<file path="config.mk">
export PLATFORM = sky130hd
export DESIGN_NAME = tone_gen_src
export DESIGN_NICKNAME = d
export VERILOG_FILES = /design/src/rtl/tone_gen_src.sv
export SDC_FILE = /design/constraint.sdc
export NUM_CORES = 1
export LEC_CHECK = 0
export BUFFER_PORTS_ARGS = -buffer_cell sky130_fd_sc_hd__buf_2
export CORE_MARGIN = 10
export CORE_UTILIZATION = 61
export CTS_CLUSTER_DIAMETER = 50
export DETAILED_ROUTE_END_ITERATION = 10
export HOLD_SLACK_MARGIN = 0.03
export PLACE_DENSITY = 0.9
export SYNTH_ARGS = -nofsm -noshare
export SYNTH_HDL_FRONTEND = slang
export SYNTH_SLANG_ARGS = --single-unit
</file>
<file path="constraint.sdc">
create_clock -name clk -period 8.2 [get_ports clk]
set_input_delay 0.41 -clock clk [delete_from_list [all_inputs] [get_ports clk]]
set_output_delay 0.41 -clock clk [all_outputs]
set_load 0.03 [all_outputs]
</file>
<file path="src/rtl/tone_gen_src.sv">
// tone_gen_src: burst tone source feeding a filter input through a
// valid/ready handshake. A 16-step phase counter drives sine (quarter-wave
// table), square, impulse or silence, attenuated by a right shift of 0..3.
// Optional feature: define TONE_GEN_IMPULSE_EN to build the impulse
// generator; without it mode 10 produces silence like mode 11.
module tone_gen_src #(
  parameter int NUM_PERIODS = 0
) (
  input  logic        clk,
  input  logic        reset,
  input  logic        sample_en,
  input  logic        start,
  input  logic        stop,
  input  logic [1:0]  mode,
  input  logic [1:0]  amp_shift,
  output logic [15:0] sample_out,
  output logic        sample_valid,
  input  logic        sample_ready,
  output logic        busy,
  output logic        period_done,
  output logic        overrun
);

  typedef enum logic [1:0] {
    IDLE    = 2'd0,
    ARM     = 2'd1,
    PRESENT = 2'd2
  } state_t;

  state_t      state_reg, state_next;
  logic [3:0]  phase_reg;
  logic [7:0]  period_cnt_reg;
  logic [1:0]  mode_reg;
  logic [1:0]  amp_reg;
  logic        stop_pend_reg;
  logic [15:0] sample_reg;
  logic        valid_reg;
  logic        period_done_reg;
  logic        overrun_reg;
`ifdef TONE_GEN_IMPULSE_EN
  logic        first_reg;
`endif

  logic        start_ok;
  logic        capture;
  logic        accept;
  logic        last_period;
  logic        finish;
  logic [15:0] sample_next;

  // Handshake and burst control events shared by the FSM and datapath.
  assign start_ok    = (state_reg == IDLE) && start && !stop;
  assign capture     = (state_reg == ARM) && sample_en && !stop;
  assign accept      = (state_reg == PRESENT) && valid_reg && sample_ready;
  assign last_period = (NUM_PERIODS != 0) && (phase_reg == 4'd15) &&
                       (period_cnt_reg == 8'(NUM_PERIODS - 1));
  assign finish      = accept && (stop_pend_reg || stop || last_period);

  // State register.
  always_ff @(posedge clk) begin
    if (reset) begin
      state_reg <= IDLE;
    end else begin
      state_reg <= state_next;
    end
  end

  // Next-state decode: stop in ARM aborts at once, stop in PRESENT waits
  // for the pending sample to be taken.
  always_comb begin
    state_next = state_reg;
    case (state_reg)
      IDLE:    if (start_ok) state_next = ARM;
      ARM: begin
        if (stop)           state_next = IDLE;
        else if (sample_en) state_next = PRESENT;
      end
      PRESENT: if (accept) state_next = finish ? IDLE : ARM;
      default: state_next = IDLE;
    endcase
  end

  // Waveform generation for the current phase with the captured settings.
  always_comb begin
    logic [1:0]  quad;
    logic [1:0]  idx;
    logic [2:0]  tidx;
    logic [14:0] tval;
    logic [15:0] mag;
    logic [15:0] shifted;
    logic        neg;
    quad = phase_reg[3:2];
    idx  = phase_reg[1:0];
    // Odd quadrants walk the quarter-wave table backwards.
    tidx = quad[0] ? (3'd4 - {1'b0, idx}) : {1'b0, idx};
    case (tidx)
      3'd0:    tval = 15'd0;
      3'd1:    tval = 15'd12540;
      3'd2:    tval = 15'd23170;
      3'd3:    tval = 15'd30273;
      default: tval = 15'd32767;
    endcase
    mag = 16'd0;
    neg = 1'b0;
    case (mode_reg)
      2'b00: begin
        mag = {1'b0, tval};
        neg = quad[1];
      end
      2'b01: begin
        mag = 16'd32767;
        neg = phase_reg[3];
      end
`ifdef TONE_GEN_IMPULSE_EN
      2'b10: mag = (first_reg && (phase_reg == 4'd0)) ? 16'd32767 : 16'd0;
`else
      2'b10: mag = 16'd0;
`endif
      default: mag = 16'd0;
    endcase
    // Shift the magnitude before applying the sign so peaks stay symmetric.
    shifted     = mag >> amp_reg;
    sample_next = neg ? (16'd0 - shifted) : shifted;
  end

  // Burst configuration, phase and period counters.
  always_ff @(posedge clk) begin
    if (reset) begin
      mode_reg       <= 2'b11;
      amp_reg        <= 2'b00;
      phase_reg      <= 4'd0;
      period_cnt_reg <= 8'd0;
      stop_pend_reg  <= 1'b0;
`ifdef TONE_GEN_IMPULSE_EN
      first_reg      <= 1'b0;
`endif
    end else begin
      if (start_ok) begin
        mode_reg       <= mode;
        amp_reg        <= amp_shift;
        phase_reg      <= 4'd0;
        period_cnt_reg <= 8'd0;
        stop_pend_reg  <= 1'b0;
`ifdef TONE_GEN_IMPULSE_EN
        first_reg      <= 1'b1;
`endif
      end
      if ((state_reg == PRESENT) && stop && !accept) begin
        stop_pend_reg <= 1'b1;
      end
      if (accept) begin
        phase_reg <= phase_reg + 4'd1;
        if (phase_reg == 4'd15) begin
          period_cnt_reg <= period_cnt_reg + 8'd1;
`ifdef TONE_GEN_IMPULSE_EN
          first_reg      <= 1'b0;
`endif
        end
      end
    end
  end

  // Output sample register: loaded on a strobe in ARM, held until taken,
  // cleared whenever the burst ends.
  always_ff @(posedge clk) begin
    if (reset) begin
      sample_reg <= 16'd0;
      valid_reg  <= 1'b0;
    end else begin
      if (capture) begin
        sample_reg <= sample_next;
        valid_reg  <= 1'b1;
      end
      if (accept) begin
        valid_reg <= 1'b0;
      end
      if ((state_reg != IDLE) && (state_next == IDLE)) begin
        sample_reg <= 16'd0;
        valid_reg  <= 1'b0;
      end
    end
  end

  // Status flags: period pulse and sticky overrun.
  always_ff @(posedge clk) begin
    if (reset) begin
      period_done_reg <= 1'b0;
      overrun_reg     <= 1'b0;
    end else begin
      period_done_reg <= accept && (phase_reg == 4'd15);
      if (start_ok) begin
        overrun_reg <= 1'b0;
      end else if ((state_reg == PRESENT) && sample_en && !accept) begin
        overrun_reg <= 1'b1;
      end
    end
  end

  assign sample_out   = sample_reg;
  assign sample_valid = valid_reg;
  assign busy         = (state_reg != IDLE);
  assign period_done  = period_done_reg;
  assign overrun      = overrun_reg;

endmodule
</file>
==> results_dict.tcl <==
set metrics [dict create \
    crit_buf_inv 1 \
    crit_path_max_fanout 22 \
    path_cells "inv_1 > ha_1 > a21oi_2 > o21ai_0 > a31oi_1 > a21boi_0 > ha_1 > nand3_1 > and4bb_4 > a31oi_1 > xnor2_1 > a211oi_1" \
    p_sw_uw 93.5 \
    finalCritPeriodShare 0.498 \
    synth_area_per_cell_um2 7.60 \
    cts_resized 0 \
    crit_family "compound AO/OA/AOI/OAI gates" \
    numCtsBuffers 5 \
    insertedDiodeCount 0 \
    power_density_nw_per_um2 136 \
    fin_skew_ns 0.0130 \
    grtUsageTotal 0.183 \
    multi_input_area_um2 1290 \
    cts_tree "built" \
    yosys_warnings 0 \
    max_cap_viol_count 0 \
    yosys.area_share.simple 0.271 \
    fillers 287 \
    synth_edf_count 0 \
    tightest_slew_ns 0.773 \
    grt_pass1_vias 1960 \
    endpoint_kind "flop" \
    finalNetCount 295 \
    timing.final.hold_violations 0 \
    rsz0062_at_grt "no" \
    cts.sinks 30 \
    portBuffers 29 \
    clock_latency_ns 0.35 \
    cts_hold_buf 0 \
    dpl.hpwl_um 3950 \
    syn_inst 263 \
    slew-limit-headroom 0.484 \
    die_y_um 77.2 \
    rows 20 \
    switching_share 0.313 \
    seqPwrFrac 0.516 \
    coreArea_um2 3100 \
    ys_types 59 \
    ctsLongestPathBuffers 2 \
    clk_pin_slew_ns 0.11 \
    cts.htree.levels 2 \
    fmax_mhz 245 \
    synth_top_family_by_area "compound AO/OA/AOI/OAI gates" \
    critPathArrivalTime_ns 4.36 \
    crit_required_ns 8.47 \
    hold_path.class "in2reg" \
    dieArea_um2 5970 \
    tns_ns 0 \
    area_delta_synth_final_pct 9.71 \
    outcome "finished clean" \
    worstSetupPathType "reg2reg" \
    wl_per_cell_um 16.3 \
    grt_max_degree 25 \
    vias 2057 \
    ioPinCount 30 \
    drc 0 \
    synth_xor_area_frac 0.0219 \
    routed_wl_um 5340 \
    firstDrtPassIters 7 \
    static-leakage-power_uw 0.000810 \
    drt-initial-drc-count 275 \
    async_flop_share 0 \
    final_cell_mix "nor2_1, dfxtp_1, buf_2" \
    pwr-share-clk 0.334 \
    cp-start-kind "flop" \
    syn-cell-area_um2 2000 \
    ys_seq_area_frac 0.301 \
    synthFlopType "dfxtp_1" \
    start_util 0.644 \
    muxShareOfSynthArea 0.0294 \
    drive_gt1_frac 0.180 \
    syn-num-nets 276 \
    max_stage_delay_ns 0.76 \
    grt_pass1_wl_um 9200 \
    ir_drop_mv 0.0874 \
    final_util 0.706 \
    final_common_cell "nor2_1" \
    cpMaxStageDelayCell "dfxtp_1" \
    antenna_found_initial 0 \
    drv_slew 0 \
    seqCellArea_um2 601 \
    finalSetupViolCount 0 \
    cts_setup_buffers 0 \
    period_needed_ns 4.09 \
    p_int_uw 205 \
    vias_per_cell 6.29 \
    ant_nets 0 \
    largest_register_ffs 16 \
    synth-compound-area-share 0.300 \
    root_buffer "clkbuf_4" \
    p_comb_frac 0.150 \
    gp_congestion 0.999 \
    die_w_um 77.2 \
    grt.overflow.total 0 \
    yosys.area_share.adder 0.0188 \
    synth-seq-cells 30 \
]
==> worst register-to-register path: stages (launching register included) <==
cell and delay, ns:
dfxtp_1 0.76, inv_1 0.28, ha_1 0.35, a21oi_2 0.46, o21ai_0 0.32, a31oi_1 0.35, a21boi_0 0.29, ha_1 0.24
nand3_1 0.08, and4bb_4 0.39, a31oi_1 0.10, xnor2_1 0.16, a211oi_1 0.22
==> cell usage after synthesis, drive strengths merged, types with 6 or more instances <==
library cell / instances / area (um^2)
nand2b: 6 / 37.5
a211oi: 10 / 80.1
a31oi: 8 / 50.1
inv: 9 / 33.8
nor2: 38 / 143
nor3: 10 / 55.1
dfxtp: 30 / 601
o21ai: 14 / 70.1
a21oi: 24 / 128
nand3: 8 / 40.0
buf: 10 / 53.8
o211ai: 9 / 72.6
clkbuf: 8 / 30.0
nand2: 23 / 86.3
==> cell type report <==
cell class | count | share of cell area
multi-input cells | 206 | 0.587
flip-flops and latches | 30 | 0.274
repair buffers | 30 | 0.0696
well taps | 44 | 0.0251
clock buffers | 6 | 0.0234
inverters | 9 | 0.0154
clock inverters | 2 | 0.00571
==> power groups by stage <==
stage / Combinational [uW] / Sequential [uW] / Clock, uW
after floorplan: 33.9 / 156 / 0
after CTS: 44.5 / 154 / 100
after detailed placement: 44.2 / 157 / 0
after global routing: 49.8 / 155 / 106
final: 44.8 / 154 / 99.6
after global placement: 43.6 / 157 / 0
==> path summary, 6_finish.rpt <==
check / from / end / slack, ns / depth (start not counted)
max reg2reg: phase_reg[0] / sample_out[8] / 4.11 / 12
min: amp_shift[1] / amp_reg[1] / 0.28 / 3
max: phase_reg[0] / sample_out[8] / 4.11 / 12
min reg2reg: sample_out[4] / sample_out[4] / 0.45 / 2
==> per-layer routing <==
| metal | global-route usage | wire length (um) | vias up | part of all wire |
|---|---|---|---|---|
| met4 | 0.0803 | 153 | 0 | 0.029 |
| met3 | 0.0583 | 408 | 17 | 0.076 |
| met5 | 0 | 0 | - | 0 |
| li1 | - | - | 1000 | - |
| met2 | 0.294 | 2570 | 88 | 0.48 |
| met1 | 0.216 | 2210 | 952 | 0.41 |
==> stage by stage <==
step / cell area, um^2 / hold WS (ns) / power (uW) / setup WS [ns] / cells
global placement: 2130 / 0.436 / 201 / 4.41 / 319
detailed placement: 2130 / 0.442 / 201 / 4.23 / 319
CTS: 2190 / 0.283 / 299 / 4.19 / 327
floorplan: 2000 / 0.449 / 190 / 5.04 / 263
global route: 2190 / 0.291 / 310 / 3.70 / 327
finish: 2190 / 0.275 / 299 / 4.11 / 327
==> cells by family (layout without fill, tap and decap cells) <==
kind of cell / after synthesis / after routing
flops: 30 / 30
fa+ha+maj: 3 / 3
buf+inv: 27 / 47
mux: 4 / 4
simple gates: 105 / 105
xor+xnor: 5 / 5
compound gates: 89 / 89
Power figures use the tool's default switching activity.
